$ cat config.mk
export PLATFORM = sky130hd
export DESIGN_NAME = frame_mem_responder
export DESIGN_NICKNAME = d
export VERILOG_FILES = /design/src/rtl/frame_mem_responder.sv
export SDC_FILE = /design/constraint.sdc
export NUM_CORES = 1
export LEC_CHECK = 0
export CORE_MARGIN = 1
export CORE_UTILIZATION = 34
export CTS_CLUSTER_DIAMETER = 60
export DETAILED_ROUTE_END_ITERATION = 10
export GPL_ROUTABILITY_DRIVEN = 0
export PLACE_DENSITY = 0.79
export SLEW_MARGIN = 20
export SYNTH_ARGS = -nofsm -noshare
export SYNTH_HDL_FRONTEND = slang
export SYNTH_SLANG_ARGS = --single-unit
$ cat constraint.sdc
create_clock -name clk -period 2.6 [get_ports clk]
set_input_delay 0.52 -clock clk [delete_from_list [all_inputs] [get_ports clk]]
set_output_delay 0.52 -clock clk [all_outputs]
set_load 0.005 [all_outputs]
$ cat src/rtl/frame_mem_responder.sv
// frame_mem_responder: memory-side responder for the user-logic memory port.
// Maps template/window reads and result writes onto one synchronous SRAM,
// gates the frame with ready_2_start/set_done and lends the SRAM to the host
// for frame load and result readback outside of SERVE.
module frame_mem_responder #(
  parameter int                ADDR_W    = 16,
  parameter logic [ADDR_W-1:0] TEMP_BASE = 16'h0000,
  parameter logic [ADDR_W-1:0] WIN_BASE  = 16'h4000,
  parameter logic [ADDR_W-1:0] RES_BASE  = 16'hC000,
  parameter int                MAX_SETS  = 150
) (
  input  logic              clk,
  input  logic              rst_n,
  input  logic              req,
  input  logic              rd_wr,
  input  logic              tem_win,
  input  logic [6:0]        row,
  input  logic [6:0]        col,
  input  logic [1:0]        wr_index,
  input  logic [31:0]       write_data,
  input  logic [7:0]        set_count,
  input  logic              set_done,
  output logic [31:0]       read_data,
  output logic              ready_2_start,
  input  logic              frame_start,
  output logic              results_ready,
  input  logic              host_en,
  input  logic              host_we,
  input  logic [ADDR_W-1:0] host_addr,
  input  logic [31:0]       host_wdata,
  output logic [31:0]       host_rdata,
  output logic              protocol_err,
  output logic              mem_en,
  output logic              mem_we,
  output logic [ADDR_W-1:0] mem_addr,
  output logic [31:0]       mem_wdata,
  input  logic [31:0]       mem_rdata
);

  typedef enum logic [1:0] {
    ST_LOAD  = 2'd0,
    ST_SERVE = 2'd1,
    ST_DONE  = 2'd2
  } state_t;

  // Set numbers are 8 bits wide; compare against the limit with one spare bit.
  localparam logic [8:0] SET_LIMIT = 9'(MAX_SETS);

  state_t            state;
  logic              rd_pend;
  logic              host_pend;
  logic [31:0]       read_hold;
  logic [31:0]       host_hold;

  logic              serve;
  logic              user_rd;
  logic              user_wr;
  logic              host_go;
  logic              illegal;
  logic [ADDR_W-1:0] rd_addr;
  logic [ADDR_W-1:0] wr_addr;

  // Decode the user request: row*128+col and set*4+index are plain bit concatenations.
  always_comb begin
    serve   = (state == ST_SERVE);
    rd_addr = (tem_win ? WIN_BASE : TEMP_BASE) + ADDR_W'({row, col});
    wr_addr = RES_BASE + ADDR_W'({set_count, wr_index});
    user_rd = serve & req & ~rd_wr;
    user_wr = serve & req & rd_wr & (wr_index != 2'd3) & ({1'b0, set_count} < SET_LIMIT);
    illegal = req & ~user_rd & ~user_wr;
    host_go = ~serve & host_en;
  end

  // Drive the SRAM in the request cycle; user owns it in SERVE, host otherwise.
  always_comb begin
    mem_en    = 1'b0;
    mem_we    = 1'b0;
    mem_addr  = '0;
    mem_wdata = '0;
    if (rst_n) begin
      if (user_rd) begin
        mem_en   = 1'b1;
        mem_addr = rd_addr;
      end else if (user_wr) begin
        mem_en    = 1'b1;
        mem_we    = 1'b1;
        mem_addr  = wr_addr;
        mem_wdata = write_data;
      end else if (host_go) begin
        mem_en    = 1'b1;
        mem_we    = host_we;
        mem_addr  = host_addr;
        mem_wdata = host_we ? host_wdata : 32'd0;
      end
    end
  end

  // Return data passes straight through in the cycle after a read, then is held.
  always_comb begin
    read_data  = rd_pend ? mem_rdata : read_hold;
    host_rdata = host_pend ? mem_rdata : host_hold;
  end

  // Frame FSM with registered status flags, read tracking and the sticky error.
  always_ff @(posedge clk or negedge rst_n) begin
    if (!rst_n) begin
      state         <= ST_LOAD;
      ready_2_start <= 1'b0;
      results_ready <= 1'b0;
      protocol_err  <= 1'b0;
      rd_pend       <= 1'b0;
      host_pend     <= 1'b0;
      read_hold     <= '0;
      host_hold     <= '0;
    end else begin
      rd_pend   <= user_rd;
      host_pend <= host_go & ~host_we;
      if (rd_pend) begin
        read_hold <= mem_rdata;
      end
      if (host_pend) begin
        host_hold <= mem_rdata;
      end
      if (illegal) begin
        protocol_err <= 1'b1;
      end else if (frame_start) begin
        protocol_err <= 1'b0;
      end
      case (state)
        ST_LOAD: begin
          if (frame_start) begin
            state         <= ST_SERVE;
            ready_2_start <= 1'b1;
            results_ready <= 1'b0;
          end
        end
        ST_SERVE: begin
          if (set_done) begin
            state         <= ST_DONE;
            ready_2_start <= 1'b0;
            results_ready <= 1'b1;
          end
        end
        ST_DONE: begin
          if (frame_start) begin
            state         <= ST_SERVE;
            ready_2_start <= 1'b1;
            results_ready <= 1'b0;
          end
        end
        default: begin
          state         <= ST_LOAD;
          ready_2_start <= 1'b0;
          results_ready <= 1'b0;
        end
      endcase
    end
  end

endmodule

==> reports/metrics.cfg <==
[power_and_ir_drop]
power.density_nw_per_um2=709
power.total_uw=4550
p_leak_uw=0.00280
ir_drop_mv=0.342

[cts]
cts_sinks=71
clk_pin_slew_ns=0.08
htree_levels=3
clock_latency_ns=0.33
clockRootBuffer=clkbuf_8
cts_buffer_depth=2
tritoncts=built
numCtsBuffers=9

[routing]
final_antenna_net_count=0
wl_mm=12.1
wire_per_inst_um=17.7
dr.first_iter.drc_count=77
num_vias=3371
firstDrtPassIters=4
drc_errors=0
viasPerCell=4.93

[yosys]
netlist_area_um2=3410
ys_types=35
yosysWarnings=0
synthArstFlopShare_pct=100
synth-seq-cells=71
syn_area_per_cell_um2=12.7
ys_seq_area_share_pct=52.1
yosysTopAreaCell=dfrtp_1
synth_top_area_share_pct=52.1
synthTopCellsByArea=dfrtp_1, mux2_2, a22o_1, a32oi_1, o21ai_0
syn-instance-count=268
synth-edff-count=0
synthFlopType=dfrtp_1
syn_nets=413

[finish]
layout_commonest_cell=clkdlybuf4s50_1
post-route-util_pct=65.9
nNetsFinal=691
area_growth_pct=88.1
final_cell_area_um2=6420
final_cell_mix=clkdlybuf4s50_1, dfrtp_1, mux2_2
antenna_cells=0
drive_gt1_share_pct=27.8

[critical_path]
reg2reg_to=protocol_err
critPathMaxStageDelay_ns=0.32
worst-r2r-setup-slack_ns=0.98
crit-reg2reg-launch=state[1]
cp_max_fo=8
worstPathArrival_ns=2.05
critPathCaptureType=output port
critical_path_buf_inv_count=4
path_cells=dlygate4sd2_1, a211o_1, o21ai_2, and4_4, buf_16, buf_8, a22o_1, buf_2
cp.required_ns=2.08
crit_cells=8
critPathTopFamily=buffers and inverters
startpoint_type=input pin
cp_slowest_cell=and4_4
critical_path_class=input pin to output port
reg2regPathDepth=6

[outcome]
outcome=finished, final reports clean

[floorplanning]
initial_core_util_pct=35.1
rows=36
core-area_um2=9730
dieArea_um2=10400
die_y_um=102
ios=262
die_width_um=102

[global_route]
grt_pass1_wl_mm=17.5
grt_antenna_before_repair=0
grt_max_degree=66
grt_overflow=0
grt_pass1_vias=3442
grt_util_all_layers_pct=21.9

[sta]
setup_violations=0
slew_headroom_pct=45.9
finClkSkew_ns=0.0101
period_share_pct=98.9
timing.fmax_mhz=389
finalSetupTns_ns=0
final_hold_viol_count=0
rsz0062_at_grt=true
drv_slew=0
min_period_ns=2.57
worst_pin_slew_ns=0.811

[placement]
place_area_um2=6210
io_buffers=261
hpwl_mm=9.01

[flow_run]
maxCapViolCount=0

[min_path]
worstHoldPathType=input pin to asynchronous set/reset pin

[how the worst max path moves through the flow]
stage / slack, ns / endpoint / from
after floorplan: 0.40 / mem_wdata[10] / set_count[3]
after CTS: 0.004 / mem_wdata[25] / set_count[4]
final: 0.03 / mem_wdata[25] / set_count[4]
after global placement: -0.41 / mem_wdata[10] / set_count[3]
after detailed placement: -0.44 / mem_wdata[26] / set_count[3]
after global routing: -0.04 / mem_wdata[25] / state[1]
[registers in the layout, indices dropped and copies added (netlist names)]
| signal | cells |
|---|---|
| protocol_err | 1 |
| rd_pend | 1 |
| results_ready | 1 |
| ready_2_start | 1 |
| read_hold | 32 |
| host_hold | 32 |
| host_pend | 1 |
| state | 2 |
[synthesized netlist by cell type (all sizes together), types with 3 or more instances]
cell type	count
dfrtp	71
mux2	64
a22o	33
buf	16
o21ai	13
a21oi	11
nor2	9
nand2	8
a32oi	7
a22oi	5
nor2b	5
clkbuf	3
inv	3
[cells by family after synthesis]
group	count (synthesis)	share of synthesized area (%)
AO/OA/AOI/OAI	76	16.8
buffers and inverters	25	4.95
flip-flops	71	52.1
multiplexers	64	21.1
AND/OR/NAND/NOR	32	5.03
[report_power, final]
| group | internal, µW | switching, µW | leakage (µW) |
|---|---|---|---|
| clock network | 449 | 418 | 0.0000933 |
| registers | 1520 | 120 | 0.000841 |
| logic | 1350 | 700 | 0.00186 |
| total | 3310 | 1240 | 0.00280 |
[layer usage]
| layer | up-vias | global-route usage, % | part of all wire, % |
|---|---|---|---|
| li1 | 1558 | - | - |
| met2 | 134 | 38.6 | 52 |
| met4 | 0 | 6.92 | 1.1 |
| met5 | - | 0 | 0 |
| met1 | 1667 | 26.5 | 41 |
| met3 | 12 | 5.20 | 6.2 |
[worst reg2reg max path, delay by kind of cell (launching register included)]
kind            cells  cell delay [ns]
simple gates        3             0.59
flops               1             0.41
buf+inv             2             0.27
compound gates      1             0.24
[cell type report]
type                       instances  area (µm²)
timing repair buffer             289        2750
fill                             791        3310
clock inverter                     6        67.6
clock buffer                      10         128
inverter                           3        13.8
sequential                        71        1780
multi-input combinational        172        1510
tap                              133         166
[timing repair]
item | 4_1_cts | 5_1_grt
hold buffers | 1 | 0
pin swaps | 13 | 9
resized for setup | 143 | 24
cloned | 2 | 0
buffers inserted | 10 | 1
setup endpoints to repair | 50 | 45
hold endpoints to repair | 3 | 0
[metrics by stage]
stage / std cells / setup slack [ns] / hold slack [ns]
after floorplan: 268 / 0.397 / 0.224
after global placement: 658 / -0.414 / 0.344
after detailed placement: 658 / -0.439 / 0.343
after CTS: 684 / 0.00391 / 0.129
after global routing: 684 / -0.0376 / 0.132
final: 684 / 0.0281 / 0.144
Note: power is estimated with default switching activity, not from simulation.
